File: config.mk
export PLATFORM = sky130hd
export DESIGN_NAME = upg_loader_flat
export DESIGN_NICKNAME = d
export VERILOG_FILES = /design/src/rtl/upg_loader_pkg.sv /design/src/rtl/upg_loader_if.sv /design/src/rtl/upg_word_assembler.sv /design/src/rtl/upg_loader.sv /design/src/flat_wrapper.sv
export SDC_FILE = /design/constraint.sdc
export NUM_CORES = 1
export LEC_CHECK = 0
export CAP_MARGIN = 20
export CORE_MARGIN = 10
export CORE_UTILIZATION = 53
export DETAILED_ROUTE_END_ITERATION = 8
export PLACE_DENSITY = 0.82
export SLEW_MARGIN = 20
export SYNTH_ARGS = -nofsm -noshare
export SYNTH_HDL_FRONTEND = slang
export SYNTH_SLANG_ARGS = --single-unit
File: constraint.sdc
create_clock -name clock -period 8.5 [get_ports clock]
set_input_delay 1.7 -clock clock [delete_from_list [all_inputs] [get_ports clock]]
set_output_delay 1.7 -clock clock [all_outputs]
set_load 0.02 [all_outputs]
File: src/rtl/upg_loader_pkg.sv
// Shared types and constants for the UART programmer loader.
package upg_loader_pkg;
    typedef enum logic [2:0] {
        ST_IDLE, ST_CNT_LO, ST_CNT_HI, ST_DATA, ST_DONE, ST_ERROR
    } upg_state_e;

    localparam logic        UPG_TGT_INSTR = 1'b0;
    localparam logic        UPG_TGT_DATA  = 1'b1;
    localparam int          UPG_MAX_WORDS = 16384;
    localparam logic [31:0] ZeroWord      = 32'h0000_0000;

    function automatic logic is_target_byte(input logic [7:0] b);
        return b[7:1] == 7'd0;
    endfunction
endpackage

File: src/rtl/upg_loader_if.sv
// Byte-in / memory-write-port bundle between UART receiver, loader and memories.
interface upg_loader_if;
    logic        rx_valid_i;
    logic [7:0]  rx_data_i;
    logic        upg_rst_o;
    logic        upg_wen_o;
    logic [14:0] upg_adr_o;
    logic [31:0] upg_dat_o;
    logic        upg_done_o;
    logic        err_o;

    modport master (
        output rx_valid_i, rx_data_i,
        input  upg_rst_o, upg_wen_o, upg_adr_o, upg_dat_o, upg_done_o, err_o
    );
    modport slave (
        input  rx_valid_i, rx_data_i,
        output upg_rst_o, upg_wen_o, upg_adr_o, upg_dat_o, upg_done_o, err_o
    );
endinterface

File: src/rtl/upg_word_assembler.sv
// Collects four bytes LSB-first; word_valid fires combinationally with the 4th byte.
module upg_word_assembler (
    input  logic        clock,
    input  logic        reset,
    input  logic        clear,
    input  logic        byte_valid,
    input  logic [7:0]  byte_data,
    output logic        word_valid,
    output logic [31:0] word
);
    logic [1:0]  byte_cnt;
    logic [23:0] low_bytes;

    assign word_valid = byte_valid && !clear && (byte_cnt == 2'd3);
    assign word       = {byte_data, low_bytes};

    always_ff @(posedge clock or posedge reset) begin
        if (reset) begin
            byte_cnt  <= 2'd0;
            low_bytes <= 24'd0;
        end else if (clear) begin
            byte_cnt  <= 2'd0;
        end else if (byte_valid) begin
            byte_cnt <= byte_cnt + 2'd1;
            case (byte_cnt)
                2'd0:    low_bytes[7:0]   <= byte_data;
                2'd1:    low_bytes[15:8]  <= byte_data;
                2'd2:    low_bytes[23:16] <= byte_data;
                default: ;
            endcase
        end
    end
endmodule

File: src/rtl/upg_loader.sv
// Frame parser and write-port driver for the UART programmer path.
module upg_loader
    import upg_loader_pkg::*;
#(
    parameter int TIMEOUT_CYCLES = 1_000_000
) (
    input logic         clock,
    input logic         reset,
    upg_loader_if.slave bus
);
    localparam int TW = $clog2(TIMEOUT_CYCLES) + 1;

    upg_state_e  state, state_nxt;
    logic        tgt;
    logic [7:0]  cnt_lo;
    logic [14:0] count, index;
    logic [TW-1:0] idle_cnt;
    logic [15:0] count_full;
    logic        count_ok, in_frame, timeout, last_word, tgt_byte;
    logic        word_valid;
    logic [31:0] word;
    logic        wen_q;
    logic [14:0] adr_q;
    logic [31:0] dat_q;

    upg_word_assembler u_asm (
        .clock      (clock),
        .reset      (reset),
        .clear      (state != ST_DATA),
        .byte_valid (bus.rx_valid_i),
        .byte_data  (bus.rx_data_i),
        .word_valid (word_valid),
        .word       (word)
    );

    assign count_full = {bus.rx_data_i, cnt_lo};
    assign count_ok   = (count_full != 16'd0) && (count_full <= 16'(UPG_MAX_WORDS));
    assign in_frame   = (state == ST_CNT_LO) || (state == ST_CNT_HI) || (state == ST_DATA);
    // An arriving byte beats the threshold in the same cycle.
    assign timeout    = in_frame && !bus.rx_valid_i && (idle_cnt == TW'(TIMEOUT_CYCLES - 1));
    assign last_word  = word_valid && ((index + 15'd1) == count);
    assign tgt_byte   = is_target_byte(bus.rx_data_i);

    always_ff @(posedge clock or posedge reset) begin
        if (reset) state <= ST_IDLE;
        else       state <= state_nxt;
    end

    always_comb begin
        state_nxt = state;
        if (timeout) begin
            state_nxt = ST_ERROR;
        end else begin
            case (state)
                ST_IDLE, ST_DONE:
                    if (bus.rx_valid_i) begin
                        if (tgt_byte)              state_nxt = ST_CNT_LO;
                        else if (state == ST_IDLE) state_nxt = ST_ERROR;
                    end
                ST_CNT_LO: if (bus.rx_valid_i) state_nxt = ST_CNT_HI;
                ST_CNT_HI: if (bus.rx_valid_i) state_nxt = count_ok ? ST_DATA : ST_ERROR;
                ST_DATA:   if (last_word)      state_nxt = ST_DONE;
                default:   state_nxt = ST_ERROR;
            endcase
        end
    end

    // DONE keeps the CPU in programming mode; it runs via the done override.
    always_comb begin
        bus.upg_rst_o  = !(in_frame || (state == ST_DONE));
        bus.upg_done_o = (state == ST_DONE);
        bus.err_o      = (state == ST_ERROR);
        bus.upg_wen_o  = wen_q;
        bus.upg_adr_o  = adr_q;
        bus.upg_dat_o  = dat_q;
    end

    always_ff @(posedge clock or posedge reset) begin
        if (reset) begin
            tgt      <= UPG_TGT_INSTR;
            cnt_lo   <= 8'd0;
            count    <= 15'd0;
            index    <= 15'd0;
            idle_cnt <= '0;
            wen_q    <= 1'b0;
            adr_q    <= 15'd0;
            dat_q    <= ZeroWord;
        end else begin
            wen_q <= word_valid;
            if ((state == ST_IDLE || state == ST_DONE) && bus.rx_valid_i && tgt_byte)
                tgt <= bus.rx_data_i[0] ? UPG_TGT_DATA : UPG_TGT_INSTR;
            if (state == ST_CNT_LO && bus.rx_valid_i)
                cnt_lo <= bus.rx_data_i;
            if (state == ST_CNT_HI && bus.rx_valid_i) begin
                count <= count_full[14:0];
                index <= 15'd0;
            end
            if (word_valid) begin
                adr_q <= {tgt, index[13:0]};
                dat_q <= word;
                index <= index + 15'd1;
            end
            if (!in_frame || bus.rx_valid_i) idle_cnt <= '0;
            else if (!timeout)               idle_cnt <= idle_cnt + 1'b1;
        end
    end
endmodule
File: src/flat_wrapper.sv
// flat-port wrapper written by rule: the top's interface ports become plain ports
module upg_loader_flat import upg_loader_pkg::*;
#(
    parameter int TIMEOUT_CYCLES = 1_000_000
)
  (clock, reset, bus_rx_valid_i, bus_rx_data_i, bus_upg_rst_o, bus_upg_wen_o, bus_upg_adr_o, bus_upg_dat_o, bus_upg_done_o, bus_err_o);
  upg_loader_if bus_i ();
  input logic clock;
  input logic reset;
  input wire logic [$bits(bus_i.rx_valid_i)-1:0] bus_rx_valid_i;
  input wire logic [$bits(bus_i.rx_data_i)-1:0] bus_rx_data_i;
  output wire logic [$bits(bus_i.upg_rst_o)-1:0] bus_upg_rst_o;
  output wire logic [$bits(bus_i.upg_wen_o)-1:0] bus_upg_wen_o;
  output wire logic [$bits(bus_i.upg_adr_o)-1:0] bus_upg_adr_o;
  output wire logic [$bits(bus_i.upg_dat_o)-1:0] bus_upg_dat_o;
  output wire logic [$bits(bus_i.upg_done_o)-1:0] bus_upg_done_o;
  output wire logic [$bits(bus_i.err_o)-1:0] bus_err_o;
  assign bus_i.rx_valid_i = bus_rx_valid_i;
  assign bus_i.rx_data_i = bus_rx_data_i;
  assign bus_upg_rst_o = bus_i.upg_rst_o;
  assign bus_upg_wen_o = bus_i.upg_wen_o;
  assign bus_upg_adr_o = bus_i.upg_adr_o;
  assign bus_upg_dat_o = bus_i.upg_dat_o;
  assign bus_upg_done_o = bus_i.upg_done_o;
  assign bus_err_o = bus_i.err_o;
  upg_loader #(.TIMEOUT_CYCLES(TIMEOUT_CYCLES)) u_core (.clock(clock), .reset(reset), .bus(bus_i));
endmodule
==> results.ini <==
[run_status]
outcome = finished clean

[placement]
placed_area_um2 = 6983
port-buffer-count = 61
place.gp.congestion = 0.8444
hpwl_mm = 9.211

[final_layout]
n_antenna_cell = 0
fillers = 864
final_net_count = 727
drive_gt1_frac = 0.1096
synthToLayoutAreaGrowth_pct = 20.03
final_area_um2 = 7587

[grt]
grt-ovfl-total = 0
grt_pass1_wl_mm = 23.55
grt_max_degree = 75
antenna_found_initial = 0
gr-usage-all-layers = 0.1755
grt_pass1_vias = 4700

[floorplan]
start_util = 0.5466
die_x_um = 129.2
die_h_um = 129.2
core_area_um2 = 11560
die_area_um2 = 16700
rows = 39
ioPinCount = 62

[sta]
drv_slew = 0
tightest_slew_ps = 898.6
timing.slew.headroom = 0.4010
fmax_mhz = 240.8
setup_tns_ps = 0
hold_viol = 0
grt_setup_unrepaired = false
min_period_ps = 4154
period_share = 0.4887
fin_skew_ps = 4.786
setup-violations-final = 0
hold-worst-slack_ps = 469.1

[setup_path]
crit_path_max_incr_delay_ps = 600
worstPathMaxFanout = 45
cp_top_family = buffers and inverters
setup.worst_path.class = primary input to flip-flop
crit_buf_inv = 3
startpoint = bus_rx_valid_i
worst_setup_path_start_kind = primary input
critPathSlowestCell = nor2_1
end_kind = flip-flop
r2r_start = u_core.state[2]
required_ps = 8820
cp_cell_sequence = clkdlybuf4s50_1 -> nand4b_1 -> or2_2 -> buf_4 -> inv_1 -> nor2_1 -> o21ai_0 -> o31ai_1
cp.arrival_ps = 4470

[yosys]
syn_inst = 661
ys_dominant_reg_cell = dfrtp_1
synth_top_area_frac = 0.5424
synth.avg_cell_area_um2 = 9.563
syn_area_um2 = 6321
yosysMostFrequentCell = nand2_1
ys_top_cells_by_area = dfrtp_1 (54%), nand2_1 (13%), mux2_2 (5.9%)
ys_top_cells_by_count = nand2_1 (214), dfrtp_1 (137), nor2_1 (42), mux2_2 (33), xor2_1 (25)
yosysTopAreaCell = dfrtp_1
synth-edff-count = 0
syn_nets = 678
synth.yosys.seq_area_share = 0.5424
async_flop_share = 1.000
synth_cell_types = 52
ys_seq_elements = 137
synth_warnings = 0

[pwr]
pwr-share-clk = 0.427
p_seq_frac = 0.443
vdd_drop_max_mv = 0.1417
swShare = 0.2508
power_density_nw_per_um2 = 230.4
comb_power_share = 0.130
p_int_mw = 1.310
p_leak_nw = 3.651
switchingPower_uw = 438.4

[clock_tree]
cts_setup_buffers = 0
cts_sinks = 137
root_buffer = clkbuf_16
cts-buffers-inserted = 17
cts-hold-fix-buffers = 0
path_clk_slew_ps = 60
cts_resized = 0
cts_max_level = 4
cts_tree = done
clock_latency_ps = 410
cts_max_path_buffers = 2

[route]
routedWlPerCell_um = 16.35
wirelength_mm = 14.13
drc = 0
firstDrtPassIters = 5
ant_nets = 0
via_count = 4784
viasPerCell = 5.537
drtIter0Drc = 377

[hold_path]
worstHoldStart = u_core.u_asm.low_bytes[1]
hold_path.class = flip-flop to flip-flop

[flow_run]
cap_violations = 0

## cells in the final DEF, fill, tap and decap left out, types with 5 or more instances in the layout
cell,instances
inv_1,11
nor2_1,42
or3_1,5
nand4_1,5
a21oi_1,11
clkdlybuf4s50_1,61
mux2_2,33
dfrtp_1,137
o21ai_0,24
and2_1,5
xnor2_1,17
nand2_1,214
nand3_1,22
nor3_1,9
ha_1,6
clkbuf_16,17
and4_1,5
xor2_1,25
## registers in the layout, indices dropped and copies added, names as in the netlist
name,flops
u_core.u_asm.low_bytes,24
u_core.idle_cnt,21
u_core.index,15
u_core.state,3
u_core.u_asm.byte_cnt,2
u_core.cnt_lo,8
u_core.tgt,1
u_core.bus.upg_adr_o,15
u_core.count,15
u_core.bus.upg_dat_o,32
u_core.bus.upg_wen_o,1
## per-layer routing
metal / vias up / share of wire / global-route usage
met3: 20 / 0.049 / 0.05343
met2: 120 / 0.51 / 0.2974
met1: 2363 / 0.42 / 0.2094
met4: 0 / 0.016 / 0.05686
met5: - / 0 / 0
li1: 2281 / - / -
## power groups by stage
| stage | Sequential [mW] | Combinational, mW | Clock, mW |
|---|---|---|---|
| floorplan | 0.755 | 0.181 | 0 |
| global placement | 0.779 | 0.217 | 0 |
| detailed placement | 0.782 | 0.223 | 0 |
| CTS | 0.773 | 0.229 | 0.758 |
| global route | 0.782 | 0.252 | 0.786 |
| finish | 0.774 | 0.227 | 0.746 |
## cells by family after synthesis
group	share of synthesized area
buf+inv	0.03246
mux	0.06690
xor+xnor	0.05819
compound gates	0.05364
fa+ha+maj	0.01188
simple gates	0.2346
flops	0.5424
## worst paths after layout
check                                           to  slack (ps)  cells after the start
min                        u_core.bus.upg_dat_o[1]         470                      2
max in group asynchronous  u_core.bus.upg_dat_o[3]        5310                      3
max                                u_core.index[7]        4350                      8
min in group asynchronous       u_core.idle_cnt[2]        1780                      2
min reg2reg                u_core.bus.upg_dat_o[1]         470                      2
max reg2reg                        u_core.index[7]        5700                      7
## stage by stage
stage               power, mW  utilization  setup slack [ps]  instances
floorplan              0.9358            -              3132        661
detailed placement      1.005       0.6038              3993        834
global route            1.820       0.6561              4149        864
CTS                     1.760       0.6561              4408        864
global placement       0.9965       0.6038              4119        834
finish                  1.748       0.6561              4346        864
## cell type report
class / instances / area [um^2] / share of cell area
sequential: 137 / 3428 / 0.4518
inverter: 12 / 47.55 / 0.006266
clock buffer: 23 / 488.0 / 0.06431
clock inverter: 7 / 116.4 / 0.01534
multi-input combinational: 477 / 2688 / 0.3542
timing repair buffer: 65 / 640.6 / 0.08443
tap: 143 / 178.9 / 0.02358
## worst min-delay path, stage by stage (launching register included)
cell	delay [ps]
dfrtp_1	340
nand2_1	50
nand2_1	50
(Power assumes the default switching activity.)
==> edit 1, RTL diff (config.mk and constraints unchanged) <==
Re-encode `upg_state_e` (6 states) as one-hot, 6 bits wide.
--- a/src/rtl/upg_loader_pkg.sv
+++ b/src/rtl/upg_loader_pkg.sv
@@ -1,7 +1,7 @@
 // Shared types and constants for the UART programmer loader.
 package upg_loader_pkg;
-    typedef enum logic [2:0] {
-        ST_IDLE, ST_CNT_LO, ST_CNT_HI, ST_DATA, ST_DONE, ST_ERROR
+    typedef enum logic [5:0] {
+        ST_IDLE = 6'b000001, ST_CNT_LO = 6'b000010, ST_CNT_HI = 6'b000100, ST_DATA = 6'b001000, ST_DONE = 6'b010000, ST_ERROR = 6'b100000
     } upg_state_e;
 
     localparam logic        UPG_TGT_INSTR = 1'b0;
Behaviour: same outputs for any inputs over 10 cycles, from zero or initial values and one cycle with reset high; not proved beyond that.
==> edit 1 against the unedited design <==
Non-clock buffer count down 3; synthesized area up 3.9%; sequential cell count rose by 3; via count increased by 4.9%; fmax down 6.5%; design area rose by 3.1%; worst setup slack worse by 0.29 ns; wire length grew 8.2%.
Power is not compared: it rests on default switching activity, and its combinational part moved more than twofold at a synthesized area within 25%.
==> edit 1: results (changes against the unedited design) <==
Hold path
  – Worst hold-check path type: register to register (unchanged)
  – Hold Startpoint: u_core.u_asm.low_bytes[9] (was u_core.u_asm.low_bytes[1])
  – Hold Path End: u_core.bus.upg_dat_o[9] (was u_core.bus.upg_dat_o[1])

Critical path
  – CP delay by family, top: compound AO/OA/AOI/OAI gates (was buffers and inverters)
  – RR Endpoint: u_core.index[9] (was u_core.index[7])
  – Slowest cell on crit path: a21oi_1 (was nor2_1)
  – WP data arrival: 4.77 ns (was 4.47 ns)
  – RR Startpoint: u_core.state[0] (was u_core.state[2])
  – Reg2Reg Setup Slack: 5.24 ns (was 5.70 ns)
  – Worst Path Max Fanout: 70 (was 45)

Synthesis
  – Most frequent cells after synthesis: nand2_1 (159), dfrtp_1 (139), nor2_1 (50) (was nand2_1 (214), dfrtp_1 (137), nor2_1 (42))
  – Synth top area cells: dfrtp_1 (53%), nand2_1 (9.1%), mux2_2 (8.4%) (was dfrtp_1 (54%), nand2_1 (13%), mux2_2 (5.9%))
  – Mapped Cells: 645 (was 661)
  – Syn nets: 662 (was 678)
  – Yosys cell types: 61 (was 52)

STA
  – Slew HR: 37.3% (was 40.1%)
  – Hold_ws: 0.467 ns (was 0.469 ns)
  – Clk_skew: 0.00960 ns (was 0.00479 ns)

Final layout
  – Share of layout cells above drive strength 1: 14.3% (was 11.0%)
  – NumNets Final: 712 (was 727)

Route
  – Metal2 WL: 7460 um (was 7240 um)
  – TritonRoute pass-1 iters: 8 (was 5)
  – Detail-routed via count per cell: 5.73 (was 5.54)
  – Metal-1 WL: 6460 um (was 5960 um)
  – Post-DR wirelength/cell: 17.4 um (was 16.3 um)
  – First-iteration detailed-routing DRC count: 665 (was 377)
  – Final wirelength: 15300 um (was 14100 um)

Global route
  – GRT Resource Usage Total: 17.9% (was 17.5%)

Status
  – Outcome: finished, final reports clean (unchanged)

Placement
  – Placed Cells: 844 (was 834)
-- edit 1: changes by cell type after synthesis, moves of 5 or more --
cell,before,now
mux2_2,33,49
nor4_1,4,9
nor2_1,42,50
nand2_1,214,159
nand3_1,22,27
and3_1,3,11
xor2_1,25,17
-- edit 1: report_power, final --
part	switching (mW)	internal, mW
registers	0.000206	0.667
clock network	0.310	0.391
logic	0.0204	0.00600
total	0.330	1.06
-- edit 1: stage by stage --
| stage | setup slack (ns) | instance area [um2] |
|---|---|---|
| after detailed placement | 3.61 | 7250 |
| final | 4.06 | 7820 |
| after global routing | 3.80 | 7820 |
| after floorplan | 3.05 | 6570 |
| after CTS | 4.08 | 7820 |
| after global placement | 3.76 | 7250 |
-- edit 1: cell type report --
| cell class | count | area, um2 |
|---|---|---|
| Clock buffer | 18 | 439 |
| Multi-Input combinational cell | 464 | 2870 |
| Timing Repair Buffer | 62 | 622 |
| Tap cell | 168 | 210 |
| Clock inverter | 14 | 129 |
| Inverter | 10 | 42.5 |
| Sequential cell | 140 | 3500 |
| Fill cell | 917 | 4240 |
-- edit 1: routing by layer --
metal | vias to the layer above | track usage, %
met5 | - | 0
met4 | 0 | 6.00
met3 | 21 | 5.11
met2 | 199 | 28.4
met1 | 2496 | 23.1
li1 | 2304 | -
-- edit 1: worst max path at each step --
| stage | endpoint | slack (ns) | cells after the start |
|---|---|---|---|
| floorplan | u_core.bus.upg_adr_o[0] | 3.05 | 1 |
| global placement | u_core.index[8] | 3.76 | 7 |
| detailed placement | u_core.index[10] | 3.61 | 7 |
| CTS | u_core.index[10] | 4.08 | 7 |
| global route | u_core.index[8] | 3.80 | 7 |
| finish | u_core.index[9] | 4.06 | 7 |
-- edit 1: worst register-to-register path, cell delays in order, from the launching register on --
cell	delay [ns]
dfstp_2	0.64
nor3_4	0.08
and3_1	0.27
nand2_4	0.55
inv_4	0.41
a21oi_1	0.87
o21ai_0	0.23
o31ai_1	0.11
-- edit 1: kinds of logic (layout without fill, tap and decap cells) --
kind of cell             count (synthesis)  in the layout  share of synthesized area [%]
AND/OR/NAND/NOR                        303            303                           21.8
flip-flops                             140            140                           53.4
AO/OA/AOI/OAI                           65             65                           6.63
multiplexers                            52             52                           8.86
buffers and inverters                   41            104                           2.90
XOR/XNOR                                38             38                           5.30
adder cells (fa/ha/maj)                  6              6                           1.14
==> edit 2, RTL diff (config.mk and constraints unchanged) <==
Made on the original files. `TIMEOUT_CYCLES` is set to 1_000_000 in 2 places; all go to 500_000.
--- a/src/rtl/upg_loader.sv
+++ b/src/rtl/upg_loader.sv
@@ -2,7 +2,7 @@
 module upg_loader
     import upg_loader_pkg::*;
 #(
-    parameter int TIMEOUT_CYCLES = 1_000_000
+    parameter int TIMEOUT_CYCLES = 500_000
 ) (
     input logic         clock,
     input logic         reset,
--- a/src/flat_wrapper.sv
+++ b/src/flat_wrapper.sv
@@ -1,7 +1,7 @@
 // flat-port wrapper written by rule: the top's interface ports become plain ports
 module upg_loader_flat import upg_loader_pkg::*;
 #(
-    parameter int TIMEOUT_CYCLES = 1_000_000
+    parameter int TIMEOUT_CYCLES = 500_000
 )
   (clock, reset, bus_rx_valid_i, bus_rx_data_i, bus_upg_rst_o, bus_upg_wen_o, bus_upg_adr_o, bus_upg_dat_o, bus_upg_done_o, bus_err_o);
   upg_loader_if bus_i ();
Function: no difference found for any inputs over 10 cycles, from zero or initial values and one cycle with reset high; that may be too few to reach the edited logic, so the function may still have changed.
==> edit 2 against the unedited design <==
Clock skew up 0.0015 ns; wire length up 11%; sequential power fell by 2%; power grew 3.3%; die area is 0.20% higher; worst setup slack got worse by 0.0033 ns; sequential cell count down 1; design area grew 1.4%; synthesized area increased by 0.24%; register-to-register slack is essentially flat; critical path type unchanged; critical endpoint is now u_core.index[12]; largest cell class unchanged.
==> edit 2: results (changes against the unedited design) <==
Status
  – Outcome: finished, final reports clean (unchanged)

Pwr
  – LEAKAGE: 3.61 nW (was 3.65 nW)
  – VDD IR-drop max: 0.000226 V (was 0.000142 V)

Final layout
  – NumNets Final: 718 (was 727)
  – Share of layout cells above drive strength 1: 11.1% (was 11.0%)
  – Fillcell total: 846 (was 864)

Placement
  – Detailed Place HPWL: 10200 um (was 9210 um)
  – DP Area: 0.00700 mm2 (was 0.00698 mm2)
  – Placed Cells: 825 (was 834)
  – Routability congestion estimate: 0.901 (was 0.844)
  – Post-Place Worst Slack: 4.02 ns (was 3.99 ns)

Critical path
  – Worst Path Max Fanout: 54 (was 45)
  – WP data arrival: 4.42 ns (was 4.47 ns)
  – Worst path max stage delay: 0.69 ns (was 0.60 ns)
  – Slowest cell on crit path: clkdlybuf4s50_1 (was nor2_1)

Route
  – First-iteration detailed-routing DRC count: 614 (was 377)
  – Detail-routed via count per cell: 5.81 (was 5.54)
  – Final wirelength: 15700 um (was 14100 um)
  – Vias: 4975 (was 4784)

Global route
  – First-pass GRT wire length: 25700 um (was 23500 um)
  – GRT Resource Usage Total: 19.3% (was 17.5%)
  – Met2 GRT Util: 32.7% (was 29.7%)
  – Largest net degree at the start of global routing: 77 (was 75)
  – Vias in the first global route: 5078 (was 4700)
  – Grt met3 use: 4.65% (was 5.34%)
  – Met1 usage: 23.7% (was 20.9%)

Synthesis
  – Seq/Total Area, Yosys: 53.7% (was 54.2%)
  – FFs w/ async S/R, synth: 100% (unchanged)
  – Mean Syn Cell Area: 9.73 um2 (was 9.56 um2)
  – Syn nets: 668 (was 678)
  – Synth top area cells: dfrtp_1 (54%), nand2_1 (12%), mux2_2 (5.9%) (was dfrtp_1 (54%), nand2_1 (13%), mux2_2 (5.9%))
  – Most frequent cells after synthesis: nand2_1 (201), dfrtp_1 (136), nor2_1 (47) (was nand2_1 (214), dfrtp_1 (137), nor2_1 (42))
  – Yosys cell types: 56 (was 52)

STA
  – Slew HR: 38.6% (was 40.1%)
  – Clk_skew: 0.00631 ns (was 0.00479 ns)
## edit 2: cell types whose count changed in the layout (fill, tap and decap cells not counted), sizes merged, moves of 5 or more
cell   change
nand2     -15
nand3     -12
nor4       +6
a21oi      -9
nand4      +8
o21ai      +6
xnor2      +9
xor2      -12
and2       -5
## edit 2: per-layer routing
| layer | part of all wire (%) | vias up |
|---|---|---|
| li1 | - | 2279 |
| met1 | 42 | 2478 |
| met2 | 50 | 179 |
| met3 | 6.2 | 39 |
| met4 | 2.0 | 0 |
| met5 | 0 | - |
## edit 2: where the power goes
group / internal, mW / total, mW / leakage, nW / switching, mW
registers: 0.704 / 0.760 / 1.86 / 0.0559
logic: 0.0950 / 0.201 / 1.42 / 0.106
clock network: 0.567 / 0.845 / 0.327 / 0.278
## edit 2: final cells by class
cell class                 count  area, um2  area share [%]
clock buffer                  21        460            5.99
clock inverter                11        219            2.85
inverter                      15       58.8           0.765
multi-input combinational    468       2750            35.7
sequential                   136       3400            44.2
tap                          143        179            2.33
timing repair buffer          63        626            8.13
## edit 2: worst paths after layout
check,from,end,slack [ns],depth (start not counted)
worst min-delay path,u_core.u_asm.low_bytes[4],u_core.bus.upg_dat_o[4],0.47,2
worst max-delay path,bus_rx_valid_i,u_core.index[12],4.34,8
min in group asynchronous,reset,u_core.u_asm.low_bytes[17],1.86,2
worst max register to register,u_core.state[2],u_core.index[12],5.70,7
max in group asynchronous,reset,u_core.index[5],5.31,3
worst min register to register,u_core.u_asm.low_bytes[4],u_core.bus.upg_dat_o[4],0.47,2
## edit 2: worst reg2reg max path: stages (launching register included)
cell      delay, ns
dfrtp_1        0.49
nand3b_1       0.32
nor2_1         0.28
nand2_2        0.10
inv_2          0.65
nor2_1         0.45
o21ai_0        0.27
o31ai_1        0.10
## edit 2: cells by family (layout without fill, tap and decap cells)
group / count (synthesis) / after routing / share of synthesized area (%)
buf+inv: 47 / 110 / 3.14
mux: 36 / 36 / 6.34
fa+ha+maj: 6 / 6 / 1.18
flops: 136 / 136 / 53.7
compound gates: 53 / 53 / 5.57
xor+xnor: 41 / 41 / 6.10
simple gates: 332 / 332 / 24.0
